[config.mk]
export PLATFORM = sky130hd
export DESIGN_NAME = lfsr_12_6_4_descrambler_flat
export DESIGN_NICKNAME = d
export VERILOG_FILES = /design/src/rtl/lfsr_12_6_4_descrambler_if.sv /design/src/rtl/lfsr_12_6_4_descrambler.sv /design/src/flat_wrapper.sv
export SDC_FILE = /design/constraint.sdc
export NUM_CORES = 1
export LEC_CHECK = 0
export ABC_AREA = 1
export BUFFER_PORTS_ARGS = -buffer_cell sky130_fd_sc_hd__buf_4
export CAP_MARGIN = 0
export CORE_UTILIZATION = 24
export DETAILED_ROUTE_END_ITERATION = 6
export MAX_ROUTING_LAYER = met4
export PLACE_DENSITY_LB_ADDON = 0.3
export REMOVE_ABC_BUFFERS = 1
export SLEW_MARGIN = 30
export SYNTH_ARGS = -nofsm -noshare
export SYNTH_HDL_FRONTEND = slang
export SYNTH_SLANG_ARGS = --single-unit
[constraint.sdc]
create_clock -name clock -period 4.3 [get_ports clock]
set_input_delay 0.215 -clock clock [delete_from_list [all_inputs] [get_ports clock]]
set_output_delay 0.215 -clock clock [all_outputs]
set_load 0.1 [all_outputs]
[src/rtl/lfsr_12_6_4_descrambler_if.sv]
// rtl/lfsr_12_6_4_descrambler_if.sv - serial link bundle between link controller and descrambler
//
// Purpose: carries one received bit per cycle into the descrambler and the
// recovered bit plus lock status back out.
// Signals:
//   din        received scrambled bit
//   din_valid  din is accepted this cycle
//   train      far end is sending payload 0 (idle/training)
//   dout       descrambled bit, registered
//   dout_valid dout carries a bit accepted while locked
//   locked     descrambler is locked to the keystream
// Modports: master = link controller side, slave = descrambler side.
interface lfsr_12_6_4_descrambler_if;
  logic din;
  logic din_valid;
  logic train;
  logic dout;
  logic dout_valid;
  logic locked;

  modport master (
    output din,
    output din_valid,
    output train,
    input  dout,
    input  dout_valid,
    input  locked
  );

  modport slave (
    input  din,
    input  din_valid,
    input  train,
    output dout,
    output dout_valid,
    output locked
  );
endinterface

[src/rtl/lfsr_12_6_4_descrambler.sv]
// rtl/lfsr_12_6_4_descrambler.sv - 12-bit additive descrambler with training-based phase acquisition
//
// Purpose: acquires keystream phase from a training stream (payload 0),
// verifies it for VERIFY_LEN bits, then recovers payload as ~(din ^ k).
// Ports:
//   clock    rising-edge clock
//   reset_n  asynchronous active-low reset
//   bus      lfsr_12_6_4_descrambler_if.slave (din/din_valid/train in,
//            dout/dout_valid/locked out)
// Parameters:
//   VERIFY_LEN  matching training bits needed after state load before lock
//   ERR_LIMIT   error-counter value that drops lock
module lfsr_12_6_4_descrambler #(
  parameter int VERIFY_LEN = 16,
  parameter int ERR_LIMIT  = 4
) (
  input  logic                          clock,
  input  logic                          reset_n,
  lfsr_12_6_4_descrambler_if.slave      bus
);

  localparam int VW = $clog2(VERIFY_LEN + 1);
  localparam int EW = $clog2(ERR_LIMIT + 1);

  typedef enum logic [1:0] {
    HUNT   = 2'd0,
    VERIFY = 2'd1,
    LOCKED = 2'd2
  } state_t;

  // One keystream step: s1 <- ~s2, s2..s11 <- s3..s12, s12 <- s1^s4^s6^s12.
  function automatic logic [12:1] lfsr_step(input logic [12:1] s);
    lfsr_step = {s[1] ^ s[4] ^ s[6] ^ s[12], s[12:3], ~s[2]};
  endfunction

  // Rebuild the state that produced keystream bits k0..k11 (k0 in bit 11).
  // Because of the inverted s2->s1 shift, k_j for j>=1 equals ~s(j+1).
  function automatic logic [12:1] seed_state(input logic [11:0] k);
    logic [12:1] s;
    s[1] = k[11];
    for (int j = 1; j <= 11; j++) begin
      s[j+1] = ~k[11-j];
    end
    seed_state = s;
  endfunction

  state_t         state_q, state_d;
  logic [12:1]    lfsr_q, lfsr_d;
  logic [11:0]    cap_q, cap_d;
  logic [3:0]     cap_cnt_q, cap_cnt_d;
  logic [VW-1:0]  ver_cnt_q, ver_cnt_d;
  logic [EW-1:0]  err_q, err_d;
  logic           dout_q, dout_d;
  logic           dout_valid_q, dout_valid_d;

  logic           key_bit;
  logic           bit_match;
  logic [11:0]    cap_full;
  logic [12:1]    seed_adv;
  logic [12:1]    lfsr_next;

  assign key_bit   = lfsr_q[1];
  // During training the line carries ~k, so a match means din == ~k.
  assign bit_match = (bus.din == ~key_bit);
  assign lfsr_next = lfsr_step(lfsr_q);
  // The 12th captured bit enters the seed on the same edge it arrives.
  assign cap_full  = {cap_q[10:0], ~bus.din};

  // S0 describes the state at the first captured bit; advance it 12 steps so
  // it lines up with the bit following the last capture.
  always_comb begin
    seed_adv = seed_state(cap_full);
    for (int i = 0; i < 12; i++) begin
      seed_adv = lfsr_step(seed_adv);
    end
  end

  always_comb begin
    state_d      = state_q;
    lfsr_d       = lfsr_q;
    cap_d        = cap_q;
    cap_cnt_d    = cap_cnt_q;
    ver_cnt_d    = ver_cnt_q;
    err_d        = err_q;
    dout_d       = dout_q;
    dout_valid_d = 1'b0;

    if (bus.din_valid) begin
      unique case (state_q)
        HUNT: begin
          if (bus.train) begin
            cap_d = cap_full;
            if (cap_cnt_q == 4'd11) begin
              lfsr_d    = seed_adv;
              cap_cnt_d = 4'd0;
              ver_cnt_d = '0;
              state_d   = VERIFY;
            end else begin
              cap_cnt_d = cap_cnt_q + 4'd1;
            end
          end else begin
            cap_cnt_d = 4'd0;
          end
        end

        VERIFY: begin
          if (bus.train && bit_match) begin
            lfsr_d    = lfsr_next;
            ver_cnt_d = ver_cnt_q + 1'b1;
            if (ver_cnt_d == VW'(VERIFY_LEN)) begin
              state_d = LOCKED;
              err_d   = '0;
            end
          end else begin
            state_d   = HUNT;
            cap_cnt_d = 4'd0;
          end
        end

        LOCKED: begin
          dout_d       = ~(bus.din ^ key_bit);
          dout_valid_d = 1'b1;
          lfsr_d       = lfsr_next;
          if (bus.train) begin
            if (!bit_match) begin
              err_d = err_q + 1'b1;
            end else if (err_q != '0) begin
              err_d = err_q - 1'b1;
            end
          end
          // The bit that trips the limit is still delivered above.
          if (err_d == EW'(ERR_LIMIT)) begin
            state_d   = HUNT;
            cap_cnt_d = 4'd0;
          end
        end

        default: begin
          state_d   = HUNT;
          cap_cnt_d = 4'd0;
        end
      endcase
    end
  end

  always_ff @(posedge clock or negedge reset_n) begin
    if (!reset_n) begin
      state_q      <= HUNT;
      lfsr_q       <= '0;
      cap_q        <= '0;
      cap_cnt_q    <= '0;
      ver_cnt_q    <= '0;
      err_q        <= '0;
      dout_q       <= 1'b0;
      dout_valid_q <= 1'b0;
    end else begin
      state_q      <= state_d;
      lfsr_q       <= lfsr_d;
      cap_q        <= cap_d;
      cap_cnt_q    <= cap_cnt_d;
      ver_cnt_q    <= ver_cnt_d;
      err_q        <= err_d;
      dout_q       <= dout_d;
      dout_valid_q <= dout_valid_d;
    end
  end

  assign bus.dout       = dout_q;
  assign bus.dout_valid = dout_valid_q;
  assign bus.locked     = (state_q == LOCKED);

endmodule

[src/flat_wrapper.sv]
// flat-port wrapper written by rule: the top's interface ports become plain ports
module lfsr_12_6_4_descrambler_flat 
#(
  parameter int VERIFY_LEN = 16,
  parameter int ERR_LIMIT  = 4
)
  (clock, reset_n, bus_din, bus_din_valid, bus_train, bus_dout, bus_dout_valid, bus_locked);
  lfsr_12_6_4_descrambler_if bus_i ();
  input  logic clock;
  input  logic reset_n;
  input wire logic [$bits(bus_i.din)-1:0] bus_din;
  input wire logic [$bits(bus_i.din_valid)-1:0] bus_din_valid;
  input wire logic [$bits(bus_i.train)-1:0] bus_train;
  output wire logic [$bits(bus_i.dout)-1:0] bus_dout;
  output wire logic [$bits(bus_i.dout_valid)-1:0] bus_dout_valid;
  output wire logic [$bits(bus_i.locked)-1:0] bus_locked;
  assign bus_i.din = bus_din;
  assign bus_i.din_valid = bus_din_valid;
  assign bus_i.train = bus_train;
  assign bus_dout = bus_i.dout;
  assign bus_dout_valid = bus_i.dout_valid;
  assign bus_locked = bus_i.locked;
  lfsr_12_6_4_descrambler #(.VERIFY_LEN(VERIFY_LEN), .ERR_LIMIT(ERR_LIMIT)) u_core (.clock(clock), .reset_n(reset_n), .bus(bus_i));
endmodule
Word level (Yosys, flattened, before mapping). Cells that the tools add are included. W data, S select, Z words.

Register bits after elaboration: 39. Bits of input ports: 5. Word-level logic and storage cells: 120.

Add/subtract/negate cells: 4. Equality and inequality tests: 13. Muxes and demuxes: 29. Bitwise gates (word level): 53. Reductions and logical operators: 13.

Operator list (number): $xor A1 B1 Y1 (40); $mux W12 (3); $pmux W12 S3 (1); $mux W3 (7); $mux W4 (4); $mux W5 (3); $reduce_and A5 Y1 (3); $not A1 Y1 (13); $pmux W4 S3 (1); $mux W2 (5); $pmux W5 S2 (1); $ne A2 B1 Y1 const B (4); $pmux W2 S3 (1); $pmux W3 S2 (1); $reduce_and A3 Y1 (2); $reduce_bool A3 Y1 (2); $add A5 B1 Y5 const B (1); $eq A5 B5 Y1 const B (1); $add A4 B1 Y4 const B (1); $eq A4 B4 Y1 const B (1); $ne A2 B2 Y1 const B (2); $reduce_and A4 Y1 (1); $reduce_bool A2 Y1 (2); $add A3 B1 Y3 const B (1); 10 further kinds (11).

Longest topological paths before layout. Gate-level depths: netlist of the first run.

Word-level depth: 18. Gate-level depth with buffers: 24. Depth with buffers taken out: 23.

Worst setup path before layout of the first run. Ideal clock, no wire load.

Path type: register to register. Start: reg u_core.cap_q[5]. End: reg u_core.lfsr_q[12] (netlist bit). Setup time: 0.120 ns. Arrival: 2.119 ns. Data required time: 4.180 ns. Slack: 2.061 ns. Cell stages (with the launch flop): 23. Path buffers: 0. Clock period less this slack: 2.239 ns. Path through: dfrtp_1 > nand2_1 > inv_1 > nor2_2 > nand2_2 > nand2_2 > nand2_2 > nand2_2 > nand2_1 > nand3_2 > nand2_2 > nand2_1 > nand3_2 > nand2_2 > nand2_4 > nand2_4 > nand2_4 > nand3_1 > nand3_2 > nand3_1 > nand3_1 > nand3_1 > a21oi_2.

Word-level cells in the longest chain between the ends: 17. Elaborated cells on any way between the ends: 29. Those cells by class: mux: 3; bitwise: 26.

RTL lines: from (decl) (RTL line lfsr_12_6_4_descrambler.sv:49) `logic [11:0] cap_q, cap_d;`; from (signal assigned) (RTL line lfsr_12_6_4_descrambler.sv:159) `cap_q <= cap_d;`; $not A1 Y1 (RTL line lfsr_12_6_4_descrambler.sv:42) `s[j+1] = ~k[11-j];`; $xor A1 B1 Y1 (12 in series) (RTL line lfsr_12_6_4_descrambler.sv:33) `lfsr_step = {s[1] ^ s[4] ^ s[6] ^ s[12], s[12:3], ~s[2]};`; $xor A1 B1 Y1 (*) (RTL line lfsr_12_6_4_descrambler.sv:33); $mux W12 (*) (RTL line lfsr_12_6_4_descrambler.sv:93) `if (cap_cnt_q == 4'd11) begin`; $mux W12 (*) (RTL line lfsr_12_6_4_descrambler.sv:91) `if (bus.train) begin`; $pmux W12 S3 (*) (RTL line lfsr_12_6_4_descrambler.sv:89) `unique case (state_q)`; to (signal assigned) (RTL line lfsr_12_6_4_descrambler.sv:158) `lfsr_q <= lfsr_d;`; to (decl) (RTL line lfsr_12_6_4_descrambler.sv:48) `logic [12:1] lfsr_q, lfsr_d;`.

Every way passes the cells marked *; elsewhere a longest branch is shown, timed or not. The select of a mux whose other input is x is not followed. A chain may end at the register's enable or synchronous reset.

Worst setup path after layout of the first run.
Start: reg u_core.state_q[0]. End: reg u_core.lfsr_q[9] (netlist bit).

Word-level cells in the longest chain between the ends: 3. Elaborated cells on any way between the ends: 9. Those cells by class: eq/ne: 5; mux: 1; reduce/logical: 3.

RTL lines: from (decl) (RTL line lfsr_12_6_4_descrambler.sv:47) `state_t state_q, state_d;`; from (signal assigned) (RTL line lfsr_12_6_4_descrambler.sv:157) `state_q <= state_d;`; $eq A2 B1 Y1, or another cell as far along (RTL line lfsr_12_6_4_descrambler.sv:89); $ne A2 B1 Y1 (no source line), or another cell as far along; $reduce_and A5 Y1 (no source line).

Parallel ways exist; a longest one is shown, timed or not.

==> impl_results.md, run 1 <==
* Most numerous cell in the Yosys netlist: nand2_1
* Post-CTS Setup Bufs at 0
* Gr ovfl total at 0
* Synthesized area per cell at 7.539 µm²
* Worst hold-check path type: input pin to flop
* Die height at 106.7 µm
* DRC Markers at 0
* DP HPWL at 4.199 mm
* Die area at 11390 µm²
* Antenna violations before repair at 0
* Detail Route Antenna Nets at 0
* CTS root buf: clkbuf_8
* Initial DRC count at 76
* CTS HTree Levels at 2
* Min cycle time layout at 2887 ps
* Post-synthesis compound-gate area fraction at 14.08%
* Layout Nets at 367
* Slew headroom at 53.00%
* Global-route wire length before repair at 9.818 mm
* Initial Util at 25.15%
* DR vias at 2202
* Synth-to-layout area growth at 10.51%
* GRT Util Overall at 11.01%
* Final Hold Viols at 0
* Dominant synthesized flop cell: dfrtp_1
* Mapped Cells at 349
* DR WL/cell at 11.49 µm
* Count of final max-slew check failures at 0
* Die width at 106.7 µm
* Max-cap violations at 0
* Critical path required time at 4510 ps
* Maximum number of pins on one net before global-route repair at 40
* Clock Latency Late Sink at 300 ps
* Final setup vio count at 0
* Synthesized area at 2631 µm²
* Synth cell types at 31
* Dominant cells by area after synthesis: dfrtp_1, nand2_1, o21ai_0
* RSZ-0062 raised after global routing: false
* N_diodes at 0
* Worst-margin pin slew at 703.0 ps
* Part of the Yosys area used for sequential elements at 37.09%
* Vias in the first global route at 2176
* Placed cells at 482
* Synthesis Warnings at 0
* Post-Synth Adder-Cell Area at 3.804%
* Hold_ws at 199.8 ps
* Initial DRT Pass Iterations at 4
* Share of cells above drive strength 1 at 12.68%
* Crit Path Max Fanout at 16
* Max Root-Sink Buffers at 2
* CTS Hold Bufs at 1
* CTS tree: built
* CP arrival at 3100 ps
* Worst setup SP type: flop
* Finished Layout Cells at 491
* Setup TNS at 0 ps
* Post-synth EDFFs at 0
* Yosys top cell area share at 37.09%
* # IOs at 8
* Clock buffer count from CTS at 5
* Number of cells upsized or downsized after cts at 0
* FP Rows at 37
* Clock skew at 7.067 ps
* Routability cong. at 0.8015
* Period utilization at 67.13%
* IO Port Bufs at 7
* Core area at 10460 µm²
* Simple-Gate Fraction of Synth Area at 28.06%
* Post-Synth XOR/XNOR Area at 8.559%
* # clock sinks at 39
* Final wirelength at 5.644 mm
* Synth cell count leaders: nand2_1, inv_1, o21ai_0, dfrtp_1, nand3_1
* WS Path Type: flop to flop
* Post-synthesis mux area share at 0%
* Async S/R FF share, synth at 100.0%
* Main combinational cell family by area after synthesis: simple AND/OR/NAND/NOR gates
* DR vias/cell at 4.485
* Critical Path Sink Type: flop
* Dominant cell type by area after synthesis: dfrtp_1
* Yosys reg bits at 39
* Peak Freq at 346.4 MHz
* Reg clk slew, reported paths at 80 ps
* Outcome: finished clean
[state kept, by name (all words and copies together), names as in the netlist]
name                   count
u_core.bus.dout_valid      1
u_core.ver_cnt_q           5
u_core.err_q               3
u_core.bus.dout            1
u_core.cap_cnt_q           4
u_core.lfsr_q             12
u_core.cap_q              11
u_core.state_q             2
[critical path: stages, from the launching register on]
cell	delay (ps)
dfrtp_1	370
inv_1	70
ha_1	600
inv_1	310
a21oi_1	210
nand4_1	410
inv_1	490
o21ai_0	180
o22ai_1	150
[routing by layer]
| metal | vias up | global-route usage (%) | wire length, µm |
|---|---|---|---|
| met1 | 1021 | 13.69 | 2757 |
| met5 | - | - | 0 |
| met2 | 33 | 17.70 | 2605 |
| li1 | 1137 | - | - |
| met3 | 11 | 2.371 | 177 |
| met4 | 0 | 3.816 | 103 |
[worst paths after layout]
check / cells past startpoint / endpoint / from / slack [ps]
hold / removal: 2 / u_core.cap_q[0] / bus_din / 200
setup / recovery: 8 / u_core.lfsr_q[9] / u_core.state_q[0] / 1410
hold reg to reg: 2 / u_core.lfsr_q[11] / u_core.lfsr_q[11] / 500
min in group asynchronous: 2 / u_core.cap_q[1] / reset_n / 440
setup reg to reg: 8 / u_core.lfsr_q[9] / u_core.state_q[0] / 1410
max in group asynchronous: 2 / u_core.lfsr_q[2] / reset_n / 3500
[stage by stage]
| step | setup slack (ps) | instance area, µm² | util (%) |
|---|---|---|---|
| 6_report | 1413 | 2908 | 27.79 |
| 5_1_grt | 1022 | 2908 | 27.79 |
| 4_1_cts | 1324 | 2908 | 27.79 |
| 3_5_place_dp | 1357 | 2813 | 26.88 |
| 3_3_place_gp | 1425 | 2813 | 26.88 |
| 2_1_floorplan | 2057 | 2590 | - |
[cells by family after synthesis]
kind of cell               after synthesis
AOI/OAI and AO/OA                       70
xor gates and xnor gates                24
adders and majority gates                8
buffers and inverters                   58
DFF                                     39
and+or+nand+nor                        150
[cells in the final DEF, fill, tap and decap left out, drive strengths merged, types with 2 or more instances in the layout]
cell and count:
a21oi 20, o22ai 2, xnor2 10, o21ai 42, xor2 14, ha 8, nor2 17, nand2 85
nor3b 2, nand4 2, dfrtp 39, clkbuf 6, nor3 3, buf 7, inv 48, nand3 40
[final cells by class]
type / instances / area [µm²]
Fill cell: 1143 / 7555
Clock inverter: 2 / 12.51
Timing Repair Buffer: 8 / 62.56
Clock buffer: 6 / 72.57
Sequential cell: 39 / 975.9
Multi-Input combinational cell: 252 / 1434
Inverter: 48 / 180.2
Tap cell: 136 / 170.2
Power of run 1 is left out: the tool's default activity adds up to more than one toggle a clock period on the data nets, which glitch-free logic cannot reach.
==> run 2, diff against run 1 <==
ABC_AREA = 0   (was 1)
clock period = 2.9 ns   (was 4.3 ns; I/O delays follow)
==> impl_results.md, run 2 <==
* Die area at 11050 µm²
* Synthesized area at 2551 µm²
* RSZ-0062 raised after global routing: false
* CP arrival at 2360 ps
* DP HPWL at 3.393 mm
* Core area at 10320 µm²
* DRC Markers at 0
* Hold Crit Depth at 3
* Routability cong. at 0.8255
* Hold_ws at 145.2 ps
* Share of cells above drive strength 1 at 18.47%
* Finished Layout Cells at 385
* # clock sinks at 39
* Max Root-Sink Buffers at 2
* Synthesized area per cell at 10.59 µm²
* Dominant synthesized flop cell: dfrtp_1
* Outcome: finished clean
* Layout Nets at 261
* Yosys reg bits at 39
* Peak Freq at 456.8 MHz
* Crit Path Max Fanout at 6
* Post-CTS Setup Bufs at 0
* Critical path required time at 3070 ps
* Worst setup SP type: flop
* Critical Path Stages at 8
* Cell Area, Placed at 2730 µm²
* Top flop regs: u_core.lfsr_q (12), u_core.cap_q (11), u_core.ver_cnt_q (5)
* Period utilization at 75.49%
* Synth-to-layout area growth at 11.33%
* Most numerous cell in the Yosys netlist: dfrtp_1
* Vias in the first global route at 1667
* Die width at 105.1 µm
* Final Hold Viols at 0
* Post-Synth Adder-Cell Area at 3.923%
* Family with the most delay on the worst path: flip-flops
* Main combinational cell family by area after synthesis: XOR/XNOR gates
* N_diodes at 0
* Synth cell count leaders: dfrtp_1, nand2_1, xnor2_1, mux2_2
* Slew headroom at 66.67%
* FP Rows at 37
* Worst-margin pin slew at 499.9 ps
* Commonest non-fill, non-tap cell in the layout: dfrtp_1
* IO Port Bufs at 7
* Clock buffer count from CTS at 5
* Post-synthesis mux area share at 9.809%
* Final wirelength at 4.466 mm
* DR WL/cell at 11.60 µm
* Biggest register: u_core.lfsr_q
* Final setup vio count at 0
* Post-synth EDFFs at 0
* Critical path cell sequence: inv_1 -> ha_1 -> xnor3_1 -> nand2_1 -> mux2i_1 -> a21o_1 -> nand3_1 -> mux2_2
* CTS HTree Levels at 2
* CTS tree: built
* DR vias/cell at 4.262
* Reg clk slew, reported paths at 80 ps
* Detail Route Antenna Nets at 0
* Maximum number of pins on one net before global-route repair at 40
* WS Path Type: flop to flop
* # IOs at 8
* Critical Path Sink Type: flop
* Setup TNS at 0 ps
* Max-cap violations at 0
* Simple-Gate Fraction of Synth Area at 11.92%
* Die height at 105.1 µm
* CTS root buf: clkbuf_8
* Mapped Cells at 241
* GRT Util Overall at 9.170%
* Synth cell types at 45
* Async S/R FF share, synth at 100.0%
* Initial Util at 24.71%
* Clock skew at 7.653 ps
* Global-route wire length before repair at 7.921 mm
* DR vias at 1641
* Min cycle time layout at 2189 ps
* Initial DRC count at 36
* Most frequent cells in the layout: dfrtp_1, nand2_1, xnor2_1, mux2_2
* Part of the Yosys area used for sequential elements at 38.25%
* Count of final max-slew check failures at 0
* Worst hold-check path type: input pin to flop
* Gr ovfl total at 0
* Number of flip-flops in the largest register at 12
* R2R depth at 8
* Synthesis Warnings at 0
* Cell area after layout at 2840 µm²
* Clock Latency Late Sink at 290 ps
* Post-synthesis compound-gate area fraction at 11.48%
* Placed cells at 376
* Dominant cells by area after synthesis: dfrtp_1, xnor2_1, mux2_2
* Worst path slowest cell: dfrtp_1
* Worst path buffer plus inverter count at 1
* Yosys top cell area share at 38.25%
* Initial DRT Pass Iterations at 4
* Post-Synth XOR/XNOR Area at 20.99%
* Dominant cell type by area after synthesis: dfrtp_1
* Max incr delay on CP at 430 ps
* Antenna violations before repair at 0
-- run 2: cells by family (layout without fill, tap and decap cells) --
family,count (synthesis),after routing
simple gates,64,64
compound gates,44,44
xor+xnor,44,44
flops,39,39
mux,23,23
buf+inv,19,27
fa+ha+maj,8,8
-- run 2: cell type report --
class / instances / area [µm²]
sequential: 39 / 975.9
multi-input combinational: 183 / 1483
fill: 1080 / 7483
inverter: 9 / 33.78
clock buffer: 8 / 100.1
timing repair buffer: 10 / 77.57
tap: 136 / 170.2
-- run 2: per-layer routing --
layer,track usage (%),up-vias,share of wire (%)
met5,-,-,0
met4,3.924,0,1.8
met3,1.310,4,2.2
met2,15.04,17,46
met1,11.27,774,50
li1,-,846,-
-- run 2: worst paths after layout --
kind,slack [ps],startpoint,endpoint
max in group asynchronous,2190,reset_n,u_core.cap_q[8]
min in group asynchronous,370,reset_n,u_core.state_q[0]
setup / recovery,710,u_core.err_q[0],u_core.cap_cnt_q[3]
hold reg to reg,480,u_core.bus.dout,u_core.bus.dout
setup reg to reg,710,u_core.err_q[0],u_core.cap_cnt_q[3]
hold / removal,150,bus_din_valid,u_core.bus.dout_valid
-- run 2: through the flow --
step	util (%)	setup WS, ps
after global placement	26.45	762.8
after CTS	27.51	709.3
after floorplan	-	633.2
final	27.51	710.8
after global routing	27.51	564.7
after detailed placement	26.45	720.7
-- run 2: worst register-to-register path, stage by stage, from the launching register on --
cell and delay [ps]:
dfrtp_1 430, inv_1 100, ha_1 310, xnor3_1 340
nand2_1 80, mux2i_1 60, a21o_1 230, nand3_1 170
mux2_2 360
-- run 2: what timing repair did --
| item | in CTS | in global routing |
|---|---|---|
| endpoints found under the hold margin | 39 | 0 |
| resized for setup | 0 | 0 |
| hold buffers | 1 | 0 |
Power of run 2 is left out for the same reason.
==> run 3, diff against run 2 <==
clock period = 2.2 ns   (was 2.9 ns; I/O delays follow)
==> impl_results.md, run 3 (synthesis gave the netlist of run 2 again) <==
* Critical Path Source: u_core.err_q[1]
* WS Path Type: flop to flop
* Maximum number of pins on one net before global-route repair at 40
* # clock sinks at 39
* Gr ovfl total at 0
* CTS HTree Levels at 2
* Fill cell count at 1081
* Die height at 105.1 µm
* Setup TNS at 0 ps
* Initial DRC count at 66
* Die area at 11050 µm²
* Sequential cell area at 975.9 µm²
* DP HPWL at 3.380 mm
* DR vias/cell at 4.254
* Critical Path Sink Type: flop
* # IOs at 8
* Final wirelength at 4.482 mm
* Clock skew at 7.869 ps
* Biggest register: u_core.lfsr_q
* FP Rows at 37
* Core area at 10320 µm²
* Peak Freq at 488.1 MHz
* Reg2reg start: u_core.err_q[1]
* DRC Markers at 0
* DR vias at 1659
* Period utilization at 93.12%
* Multi-input gate area at 1491 µm²
* Global-route wire length before repair at 7.852 mm
* RSZ-0062 raised after global routing: false
* Startpoint of the worst hold path: bus_din_valid
* CTS root buf: clkbuf_8
* R2R Setup Slk at 150 ps
* Slew headroom at 67.15%
* Vias in the first global route at 1614
* Critical Path End: u_core.cap_cnt_q[1]
* Top flop regs: u_core.lfsr_q (12), u_core.cap_q (11), u_core.ver_cnt_q (5)
* N_diodes at 0
* Reg2reg end: u_core.cap_cnt_q[1]
* Worst setup SP type: flop
* Worst-margin pin slew at 492.8 ps
* Worst hold-check path type: input pin to flop
* Routability cong. at 0.8277
* Clock buffer count from CTS at 5
* GRT Util Overall at 9.039%
* Post-CTS Setup Bufs at 0
* Antenna violations before repair at 0
* CTS tree: built
* R2R depth at 8
* Die width at 105.1 µm
* Final setup vio count at 0
* Reg clk slew, reported paths at 80 ps
* Outcome: finished clean
* IO Port Bufs at 7
* Max-cap violations at 0
* Synth-to-layout area growth at 13.83%
* Max Root-Sink Buffers at 2
* Most frequent cells in the layout: dfrtp_1, nand2_1, xnor2_1, mux2_2, buf_4
* CP arrival at 2230 ps
* Crit Path Max Fanout at 4
* Initial Util at 24.71%
* Share of cells above drive strength 1 at 21.26%
* Layout Nets at 266
* Final Hold Viols at 0
* Number of flip-flops in the largest register at 12
* Min cycle time layout at 2049 ps
* DR WL/cell at 11.49 µm
* Count of final max-slew check failures at 0
* Critical path required time at 2380 ps
* Detail Route Antenna Nets at 0
* Initial DRT Pass Iterations at 4
* Clock Latency Late Sink at 290 ps
* Commonest non-fill, non-tap cell in the layout: dfrtp_1
[run 3: per-layer routing]
| metal | share of wire, % | global-route usage (%) | wire length (µm) | vias to the layer above |
|---|---|---|---|---|
| met5 | 0 | - | 0 | - |
| met4 | 1.7 | 3.622 | 75 | 0 |
| met3 | 1.4 | 1.310 | 61 | 5 |
| met2 | 45 | 13.81 | 2039 | 8 |
| met1 | 51 | 12.02 | 2306 | 784 |
| li1 | - | - | - | 862 |
[run 3: through the flow]
stage,cells,worst slack (ps),instance area [µm²],hold slack (ps),util [%]
after global placement,381,148.6,2768,124.1,26.81
after detailed placement,381,93.18,2768,121.7,26.81
final,390,151.4,2904,119.7,28.13
after floorplan,231,-66.77,2492,-185.6,-
after global routing,390,8.528,2904,137.9,28.13
after CTS,390,78.18,2895,104.1,28.05
[run 3: layout make-up]
type                            count  share of cell area, %
Clock buffer                        6                  2.844
Tap cell                          136                  5.860
Clock inverter                      2                  1.206
Timing Repair Buffer               15                  3.964
Multi-Input combinational cell    183                  51.36
Inverter                            9                  1.163
Sequential cell                    39                  33.61
[run 3: worst min-delay path by stage]
stage / cells past startpoint / slack, ps / to
final: 3 / 120 / u_core.bus.dout_valid
after global routing: 3 / 140 / u_core.bus.dout_valid
after CTS: 3 / 100 / u_core.bus.dout_valid
after detailed placement: 1 / 120 / u_core.cap_cnt_q[2]
after global placement: 1 / 120 / u_core.cap_cnt_q[2]
after floorplan: 0 / -190 / u_core.bus.dout
[run 3: repair_timing]
item / CTS / global route
setup endpoints to repair: 0 / 3
gates resized for setup: 0 / 2
endpoints found under the hold margin: 39 / 0
hold buffers: 1 / 0
[run 3: worst max-delay path, cell delays in order, from the launching register on]
cell     delay (ps)
dfrtp_1         380
inv_1           110
ha_1            260
xnor3_1         340
nand2_1          80
mux2i_1          60
a21o_1          220
nand3_2         130
mux2_2          350
Power of run 3 is left out for the same reason.
